`src/rtl/key_event_if.sv`:
```
// Key-event bus: debounced key levels in, tracked-key code and event pulses out.
// key_release/key_repeat stand for release/repeat, which are reserved words.
interface key_event_if #(
  parameter int NKEYS = 8
);
  localparam int CODE_W = $clog2(NKEYS);

  logic [NKEYS-1:0]  key;
  logic [CODE_W-1:0] code;
  logic              held;
  logic              press;
  logic              key_release;
  logic              long_press;
  logic              key_repeat;

  modport master (
    output key,
    input  code, held, press, key_release, long_press, key_repeat
  );

  modport slave (
    input  key,
    output code, held, press, key_release, long_press, key_repeat
  );
endinterface

```
`src/rtl/key_event.sv`:
```
// Key event detector: tracks the lowest pressed key and emits press, release,
// long-press and auto-repeat pulses, all registered.
module key_event #(
  parameter int NKEYS      = 8,
  parameter int LONG_CNT   = 50_000_000,
  parameter int REPEAT_CNT = 10_000_000
) (
  input  logic        clk,
  input  logic        rst_n,
  key_event_if.slave  bus
);
  localparam int CODE_W  = $clog2(NKEYS);
  localparam int CNT_MAX = (LONG_CNT > REPEAT_CNT) ? LONG_CNT : REPEAT_CNT;
  localparam int CNT_W   = $clog2(CNT_MAX);
  localparam logic [CNT_W-1:0] LONG_LAST   = CNT_W'(LONG_CNT - 1);
  localparam logic [CNT_W-1:0] REPEAT_LAST = CNT_W'(REPEAT_CNT - 1);

  typedef enum logic [1:0] {
    ST_IDLE   = 2'd0,
    ST_HELD   = 2'd1,
    ST_REPEAT = 2'd2
  } state_t;

  state_t            state_q, state_d;
  logic [NKEYS-1:0]  k_q, k_d;
  logic [CNT_W-1:0]  cnt_q, cnt_d;
  logic [CODE_W-1:0] code_q, code_d;
  logic              held_q, held_d;
  logic              press_q, press_d;
  logic              release_q, release_d;
  logic              long_q, long_d;
  logic              repeat_q, repeat_d;
  logic              tracked_s;
  logic              any_key_s;

  // Lowest-index set bit gives priority to key 0.
  function automatic logic [CODE_W-1:0] lowest_set(input logic [NKEYS-1:0] v);
    logic [CODE_W-1:0] idx;
    idx = '0;
    for (int i = NKEYS - 1; i >= 0; i--) begin
      if (v[i]) begin
        idx = CODE_W'(i);
      end else begin
        idx = idx;
      end
    end
    return idx;
  endfunction

  assign k_d       = bus.key;
  assign tracked_s = k_q[code_q];
  assign any_key_s = (k_q != '0);

  // State and output registers.
  always_ff @(posedge clk or negedge rst_n) begin
    if (!rst_n) begin
      state_q   <= ST_IDLE;
      k_q       <= '0;
      cnt_q     <= '0;
      code_q    <= '0;
      held_q    <= 1'b0;
      press_q   <= 1'b0;
      release_q <= 1'b0;
      long_q    <= 1'b0;
      repeat_q  <= 1'b0;
    end else begin
      state_q   <= state_d;
      k_q       <= k_d;
      cnt_q     <= cnt_d;
      code_q    <= code_d;
      held_q    <= held_d;
      press_q   <= press_d;
      release_q <= release_d;
      long_q    <= long_d;
      repeat_q  <= repeat_d;
    end
  end

  // Next-state decision; a dropped tracked key wins over any threshold.
  always_comb begin
    state_d = state_q;
    case (state_q)
      ST_IDLE: begin
        if (any_key_s) begin
          state_d = ST_HELD;
        end else begin
          state_d = ST_IDLE;
        end
      end
      ST_HELD: begin
        if (!tracked_s) begin
          state_d = ST_IDLE;
        end else if (cnt_q == LONG_LAST) begin
          state_d = ST_REPEAT;
        end else begin
          state_d = ST_HELD;
        end
      end
      ST_REPEAT: begin
        if (!tracked_s) begin
          state_d = ST_IDLE;
        end else begin
          state_d = ST_REPEAT;
        end
      end
      default: begin
        state_d = ST_IDLE;
      end
    endcase
  end

  // Counter, code latch and pulse generation for the transition being taken.
  always_comb begin
    cnt_d     = cnt_q;
    code_d    = code_q;
    press_d   = 1'b0;
    release_d = 1'b0;
    long_d    = 1'b0;
    repeat_d  = 1'b0;
    held_d    = (state_d != ST_IDLE);
    case (state_q)
      ST_IDLE: begin
        if (any_key_s) begin
          code_d  = lowest_set(k_q);
          cnt_d   = '0;
          press_d = 1'b1;
        end else begin
          cnt_d = cnt_q;
        end
      end
      ST_HELD: begin
        if (!tracked_s) begin
          release_d = 1'b1;
          cnt_d     = '0;
        end else if (cnt_q == LONG_LAST) begin
          long_d = 1'b1;
          cnt_d  = '0;
        end else begin
          cnt_d = cnt_q + CNT_W'(1);
        end
      end
      ST_REPEAT: begin
        if (!tracked_s) begin
          release_d = 1'b1;
          cnt_d     = '0;
        end else if (cnt_q == REPEAT_LAST) begin
          repeat_d = 1'b1;
          cnt_d    = '0;
        end else begin
          cnt_d = cnt_q + CNT_W'(1);
        end
      end
      default: begin
        cnt_d = '0;
      end
    endcase
  end

  assign bus.code        = code_q;
  assign bus.held        = held_q;
  assign bus.press       = press_q;
  assign bus.key_release = release_q;
  assign bus.long_press  = long_q;
  assign bus.key_repeat  = repeat_q;
endmodule

```
`src/flat_wrapper.sv`:
```
// flat-port wrapper written by rule: the top's interface ports become plain ports
module key_event_flat 
#(
  parameter int NKEYS      = 8,
  parameter int LONG_CNT   = 50_000_000,
  parameter int REPEAT_CNT = 10_000_000
)
  (clk, rst_n, bus_key, bus_code, bus_held, bus_press, bus_key_release, bus_long_press, bus_key_repeat);
  key_event_if #(.NKEYS(NKEYS)) bus_i ();
  input  logic clk;
  input  logic rst_n;
  input wire logic [$bits(bus_i.key)-1:0] bus_key;
  output wire logic [$bits(bus_i.code)-1:0] bus_code;
  output wire logic [$bits(bus_i.held)-1:0] bus_held;
  output wire logic [$bits(bus_i.press)-1:0] bus_press;
  output wire logic [$bits(bus_i.key_release)-1:0] bus_key_release;
  output wire logic [$bits(bus_i.long_press)-1:0] bus_long_press;
  output wire logic [$bits(bus_i.key_repeat)-1:0] bus_key_repeat;
  assign bus_i.key = bus_key;
  assign bus_code = bus_i.code;
  assign bus_held = bus_i.held;
  assign bus_press = bus_i.press;
  assign bus_key_release = bus_i.key_release;
  assign bus_long_press = bus_i.long_press;
  assign bus_key_repeat = bus_i.key_repeat;
  key_event #(.NKEYS(NKEYS), .LONG_CNT(LONG_CNT), .REPEAT_CNT(REPEAT_CNT)) u_core (.clk(clk), .rst_n(rst_n), .bus(bus_i));
endmodule
```
`config.mk`:
```
export PLATFORM = sky130hd
export DESIGN_NAME = key_event_flat
export DESIGN_NICKNAME = d
export VERILOG_FILES = /design/src/rtl/key_event_if.sv /design/src/rtl/key_event.sv /design/src/flat_wrapper.sv
export SDC_FILE = /design/constraint.sdc
export NUM_CORES = 1
export LEC_CHECK = 0
export ABC_AREA = 1
export ABC_CLOCK_PERIOD_IN_PS = 3050
export BUFFER_PORTS_ARGS = -buffer_cell sky130_fd_sc_hd__buf_2
export CORE_MARGIN = 2
export CORE_UTILIZATION = 65
export DETAILED_ROUTE_END_ITERATION = 12
export PLACE_DENSITY = 0.88
export SLEW_MARGIN = 30
export SYNTH_ARGS = -nofsm -noshare
export SYNTH_HDL_FRONTEND = slang
export SYNTH_SLANG_ARGS = --single-unit
```
`constraint.sdc`:
```
create_clock -name clk -period 3.05 [get_ports clk]
set_input_delay 0.915 -clock clk [delete_from_list [all_inputs] [get_ports clk]]
set_output_delay 0.915 -clock clk [all_outputs]
set_load 0.01 [all_outputs]
```
==> impl_metrics.json, run 1 <==
{
  "status": "complete, no violations",
  "worstSetupStartpointType": "register",
  "dieArea_sq_um": 4840,
  "hold_start": "u_core.cnt_q[1]",
  "setup_violations": 0,
  "clockBufferDepth": 2,
  "grt.total_usage_pct": 28.7,
  "post-cts-setup-buffer-count": 0,
  "dp_hpwl_microns": 4630,
  "grt_max_degree": 45,
  "cts_hold_buf": 0,
  "reg2reg_depth": 9,
  "p_per_area_nw_per_um2": 542,
  "yosys.cell_types.count": 31,
  "synth_warnings": 0,
  "hold_viol_final": 0,
  "max_slew_margin_pct": 63.5,
  "wire_per_inst_microns": 13.8,
  "crit_cells": 9,
  "slew_violations": 0,
  "syn_inst": 391,
  "wl_microns": 6350,
  "reg2reg_slack_ns": 0.99,
  "place_congestion": 1.01,
  "nets": 424,
  "max_freq_mhz": 485,
  "crit_required_ns": 3.24,
  "total_power_mw": 1.64,
  "rows": 23,
  "vias": 2595,
  "clockRootBuffer": "clkbuf_8",
  "numCtsBuffers": 5,
  "synth_nets": 406,
  "irDropWorstVdd_mv": 0.333,
  "drtPass1Iterations": 5,
  "ys_ff_latch": 44,
  "core-area_sq_um": 4060,
  "holdPathStages": 2,
  "drc_errors": 0,
  "cap_violations": 0,
  "fin_skew_ns": 0.00945,
  "setup_tns_ns": 0,
  "final_cells": 460,
  "worst-path-max-fanout": 17,
  "hp-class": "register to register",
  "antenna_found_initial": 0,
  "critPathArrivalTime_ns": 2.25,
  "timing.hold.worst_endpoint": "u_core.cnt_q[1]",
  "die_h_microns": 69.6,
  "reg2reg_from": "u_core.k_q[6]",
  "path_class": "register to register",
  "synth_area_sq_um": 2790,
  "dieWidth_microns": 69.6,
  "fin_crit_sh_pct": 67.6,
  "dp_cells": 452,
  "tritoncts": "yes",
  "rsz0062_at_grt": "false",
  "slowest_stage": "inv_1",
  "via_per_inst": 5.64,
  "portBuffers": 17,
  "clkLatencyLatePin_ns": 0.31,
  "r2r-end": "u_core.cnt_q[11]",
  "clock-sinks": 44,
  "grt_pass1_vias": 2476,
  "combPwrFrac_pct": 30.7,
  "synth_area_per_cell_sq_um": 7.15,
  "switchingPower_mw": 0.596,
  "ant_nets": 0,
  "path_delay_family": "buffers and inverters",
  "drtIter0Drc": 256,
  "drive_gt1_share_pct": 12.4,
  "cp_cell_sequence": "nor2_1 -> nand3_1 -> nor2_1 -> nand2_1 -> buf_4 -> inv_1 -> o21ai_0 -> o21ai_0 -> a21oi_4",
  "tightest_slew_ns": 0.547,
  "ios": 18,
  "initial_core_util_pct": 68.9,
  "overflow": 0,
  "h-tree-depth": 2,
  "p_int_mw": 1.04,
  "clock_power_share_pct": 27.4,
  "synthToLayoutAreaGrowth_pct": 8.02,
  "antenna_cells": 0,
  "seqPwrFrac_pct": 41.9,
  "fin_crit_ns": 2.06,
  "cts_resized": 0,
  "cts.clk_slew.worst_paths_ns": 0.09,
  "crit_path_end_kind": "register",
  "swShare_pct": 36.4,
  "yosysSeqAreaShare_pct": 39.4,
  "p_leak_nw": 1.39,
  "path_buf_inv": 2,
  "grt_pass1_wl_microns": 11200,
  "worst_path_largest_cell_delay_ns": 0.41
}
==> worst min-delay path, stage by stage (launching register included) <==
cell and delay [ns]:
dfrtp_1 0.39, nand2_1 0.06, nand2_1 0.06
==> cell type report <==
type                       instances  area (sq um)
multi-input combinational        290          1460
sequential                        44          1100
fill                             317          1040
inverter                          50           188
timing repair buffer              18          95.1
clock buffer                       5          68.8
tap                               50          62.6
clock inverter                     3          42.5
==> placed cells by master, fill, tap and decap left out <==
cell type / instances
bufinv_16: 1
nand4_1: 15
o21bai_1: 2
buf_2: 16
nand3_1: 27
o21ai_0: 15
xnor2_1: 2
a21o_1: 2
o311ai_0: 1
nor4_1: 1
nor2_1: 56
nand3b_1: 2
nand3_4: 1
xor2_1: 8
buf_4: 2
a21oi_4: 1
dfrtp_1: 44
o2111ai_1: 1
nand2_4: 3
a21oi_1: 11
nor2_2: 3
inv_2: 2
clkinvlp_4: 1
o21ba_2: 1
nor3_1: 10
a31oi_1: 1
a21oi_2: 9
nand2_1: 108
nand3_2: 1
ha_1: 5
nand2_2: 3
inv_1: 48
clkbuf_8: 5
clkinv_2: 1
or2_2: 1
==> through the flow <==
| step | util (%) | hold slack, ns | worst slack (ns) | cell area, sq um |
|---|---|---|---|---|
| detailed placement | 71.6 | 0.517 | 1.06 | 2900 |
| global route | 74.4 | 0.577 | 0.836 | 3020 |
| global placement | 71.6 | 0.497 | 1.12 | 2900 |
| CTS | 74.3 | 0.542 | 1.04 | 3020 |
| floorplan | - | 0.475 | 1.40 | 2790 |
| finish | 74.4 | 0.545 | 0.987 | 3020 |
==> cell usage after synthesis, drive strengths merged <==
cell | instances | share of area [%]
dfrtp | 44 | 39
a21o | 2 | 0.54
nand2 | 114 | 16
o21ai | 15 | 2.7
nand3b | 2 | 0.54
nor4 | 1 | 0.22
inv | 50 | 6.7
o21bai | 2 | 0.54
buf | 7 | 1.6
o21ba | 1 | 0.36
nand3 | 29 | 5.8
ha | 5 | 2.2
a21oi | 21 | 5.4
nand4 | 15 | 3.4
xnor2 | 2 | 0.63
a31oi | 1 | 0.22
nor3 | 10 | 1.8
o2111ai | 1 | 0.31
xor2 | 8 | 2.5
o311ai | 1 | 0.31
nor2 | 59 | 8.2
or2 | 1 | 0.22
==> logic make-up after synthesis <==
kind of cell    share of synthesized area (%)
fa+ha+maj                                2.24
flops                                    39.4
buf+inv                                  8.33
xor+xnor                                 3.14
simple gates                             36.5
compound gates                           10.3
==> power by group through the flow <==
stage | sequential, mW | combinational [mW] | clock (mW)
5_1_grt | 0.694 | 0.558 | 0.483
6_report | 0.686 | 0.501 | 0.449
2_1_floorplan | 0.708 | 0.360 | 0
3_3_place_gp | 0.696 | 0.485 | 0
3_5_place_dp | 0.697 | 0.497 | 0
4_1_cts | 0.686 | 0.498 | 0.456
==> sequential cells by signal, indices dropped and copies added (netlist names) <==
| name | count |
|---|---|
| u_core.bus.code | 3 |
| u_core.bus.press | 1 |
| u_core.k_q | 8 |
| u_core.cnt_q | 26 |
| u_core.bus.held | 1 |
| u_core.bus.long_press | 1 |
| u_core.bus.key_repeat | 1 |
| u_core.bus.key_release | 1 |
| u_core.state_q | 2 |
==> worst max path at each step <==
stage / from / endpoint / slack, ns
6_report: u_core.k_q[6] / u_core.cnt_q[11] / 0.99
5_1_grt: u_core.k_q[6] / u_core.cnt_q[6] / 0.84
3_5_place_dp: u_core.k_q[6] / u_core.cnt_q[11] / 1.06
2_1_floorplan: u_core.cnt_q[0] / u_core.cnt_q[11] / 1.40
3_3_place_gp: u_core.k_q[6] / u_core.cnt_q[6] / 1.12
4_1_cts: u_core.k_q[6] / u_core.cnt_q[6] / 1.04
==> layer usage <==
layer	GRT usage (%)	vias up	wire [microns]
li1	-	1291	-
met1	39.1	1185	2900
met5	0	-	0
met4	9.37	0	116
met3	5.23	15	441
met2	46.3	104	2890
(Power assumes the default switching activity.)
==> run 2, diff against run 1 <==
--- a/config.mk
+++ b/config.mk
@@ -6,12 +6,12 @@
 export NUM_CORES = 1
 export LEC_CHECK = 0
 export ABC_AREA = 1
-export ABC_CLOCK_PERIOD_IN_PS = 3050
+export ABC_CLOCK_PERIOD_IN_PS = 1800
 export BUFFER_PORTS_ARGS = -buffer_cell sky130_fd_sc_hd__buf_2
 export CORE_MARGIN = 2
-export CORE_UTILIZATION = 65
+export CORE_UTILIZATION = 55
 export DETAILED_ROUTE_END_ITERATION = 12
-export PLACE_DENSITY = 0.88
+export PLACE_DENSITY = 0.79
 export SLEW_MARGIN = 30
 export SYNTH_ARGS = -nofsm -noshare
 export SYNTH_HDL_FRONTEND = slang
==> constraint.sdc (replaced) <==
create_clock -name clk -period 1.8 [get_ports clk]
set_input_delay 0.54 -clock clk [delete_from_list [all_inputs] [get_ports clk]]
set_output_delay 0.54 -clock clk [all_outputs]
set_load 0.01 [all_outputs]
==> impl_metrics.json, run 2 (synthesis gave the netlist of run 1 again) <==
{
  "status": "complete, no violations",
  "slew_violations": 0,
  "die_h_microns": 75.3,
  "rsz0062_at_grt": "true",
  "post-place-ws_ns": 0.0212,
  "critPathArrivalTime_ns": 1.92,
  "tritoncts": "yes",
  "dp_hpwl_microns": 5010,
  "switchingPower_mw": 1.07,
  "path_class": "register to register",
  "hp-class": "input pin to asynchronous set/reset pin",
  "largest_reg_flops": 26,
  "rows": 25,
  "met1_usage_pct": 35.2,
  "max_freq_mhz": 579,
  "max_slew_margin_pct": 72.5,
  "nFillCells": 435,
  "clock_power_share_pct": 27.2,
  "overflow": 0,
  "seqPwrFrac_pct": 39.8,
  "drtPass1Iterations": 5,
  "clkLatencyLatePin_ns": 0.31,
  "regMostFlops": "u_core.cnt_q",
  "p_int_mw": 1.85,
  "clockRootBuffer": "clkbuf_8",
  "p_leak_nw": 1.46,
  "postLayoutCoreUtil_pct": 67.0,
  "worstSetupStartpointType": "register",
  "antenna_found_initial": 0,
  "cts.clk_slew.worst_paths_ns": 0.10,
  "drtIter0Drc": 207,
  "cts_hold_buf": 0,
  "mostFrequentLayoutCells": "nand2_1, nor2_1, inv_1",
  "fin_crit_ns": 1.73,
  "wl_microns": 6510,
  "setup_tns_ns": 0,
  "fin_crit_sh_pct": 96.0,
  "grt_util_met2_pct": 40.3,
  "p_per_area_nw_per_um2": 906,
  "clock-sinks": 44,
  "crit_path_end_kind": "register",
  "crit_required_ns": 1.99,
  "portBuffers": 17,
  "h-tree-depth": 2,
  "hold_viol_final": 0,
  "total_power_mw": 2.92,
  "clockBufferDepth": 2,
  "ios": 18,
  "antenna_cells": 0,
  "worst-path-max-fanout": 8,
  "initial_core_util_pct": 58.0,
  "nets": 440,
  "cap_violations": 0,
  "drc_errors": 0,
  "vias": 2661,
  "fin_skew_ns": 0.0165,
  "dieWidth_microns": 75.3,
  "combPwrFrac_pct": 33.1,
  "via_per_inst": 5.40,
  "fin_ws_ns": 0.0724,
  "irDropWorstVdd_mv": 0.489,
  "dieArea_sq_um": 5670,
  "wire_per_inst_microns": 13.2,
  "design_area_sq_um": 3230,
  "grt.total_usage_pct": 25.9,
  "tightest_slew_ns": 0.412,
  "final_cells": 493,
  "grt_pass1_vias": 2455,
  "grt_pass1_wl_microns": 11100,
  "place_congestion": 0.968,
  "drive_gt1_share_pct": 18.5,
  "setup_violations": 0,
  "busiest_layer": "met2",
  "dp_cells": 482,
  "core-area_sq_um": 4820,
  "synthToLayoutAreaGrowth_pct": 15.4,
  "holdWs_ns": 0.142,
  "place_area_sq_um": 3040,
  "gr-usage-met3_pct": 5.76,
  "mostFrequentLayoutCell": "nand2_1",
  "numCtsBuffers": 5,
  "grt_max_degree": 28,
  "ant_nets": 0,
  "swShare_pct": 36.6
}
-- run 2: changes by cell type in the layout (fill, tap and decap cells not counted), moves of 3 or more --
cell,change
buf_4,+13
nand2_1,-3
nand2_2,+3
nor2_1,-3
-- run 2: per-layer routing --
layer,vias to the layer above,part of all wire (%)
met5,-,0
met1,1234,47
met2,94,45
li1,1321,-
met4,0,2.0
met3,12,5.8
-- run 2: worst max-delay path: stages (launching register included) --
cell and delay (ns):
dfrtp_1 0.41, ha_2 0.21, nand2_2 0.09, nor2_4 0.13
nand2_2 0.07, nor2_1 0.10, nand2_1 0.11, nand3_4 0.10
nand2_4 0.09, buf_6 0.15, nand3_1 0.06, o21ai_0 0.08
-- run 2: repair_timing --
action / 4_1_cts / 5_1_grt
setup buffers: 0 / 3
gates resized for setup: 1 / 15
pin swaps: 1 / 3
setup endpoints to repair: 2 / 21
-- run 2: layout make-up --
class | instances | area, sq um | area share, %
clock inverters | 3 | 47.5 | 1.47
well taps | 67 | 83.8 | 2.60
flip-flops and latches | 44 | 1100 | 34.1
multi-input cells | 290 | 1500 | 46.6
inverters | 50 | 191 | 5.93
clock buffers | 5 | 68.8 | 2.13
repair buffers | 34 | 229 | 7.10
-- run 2: final timing paths --
check / from / end / slack [ns] / cells past startpoint
max: u_core.cnt_q[1] / u_core.cnt_q[19] / 0.07 / 11
min: rst_n / u_core.bus.key_repeat / 0.14 / 1
max reg2reg: u_core.cnt_q[1] / u_core.cnt_q[19] / 0.07 / 11
min reg2reg: u_core.cnt_q[0] / u_core.cnt_q[0] / 0.56 / 1
max in group asynchronous: rst_n / u_core.cnt_q[18] / 1.16 / 2
min in group clk: bus_key[3] / u_core.k_q[3] / 0.33 / 1
-- run 2: power by group through the flow --
stage | Sequential, mW | Clock, mW | Combinational, mW
after global routing | 1.17 | 0.846 | 1.07
after CTS | 1.16 | 0.798 | 0.920
after floorplan | 1.20 | 0 | 0.610
after detailed placement | 1.18 | 0 | 0.883
final | 1.16 | 0.794 | 0.967
after global placement | 1.17 | 0 | 0.860
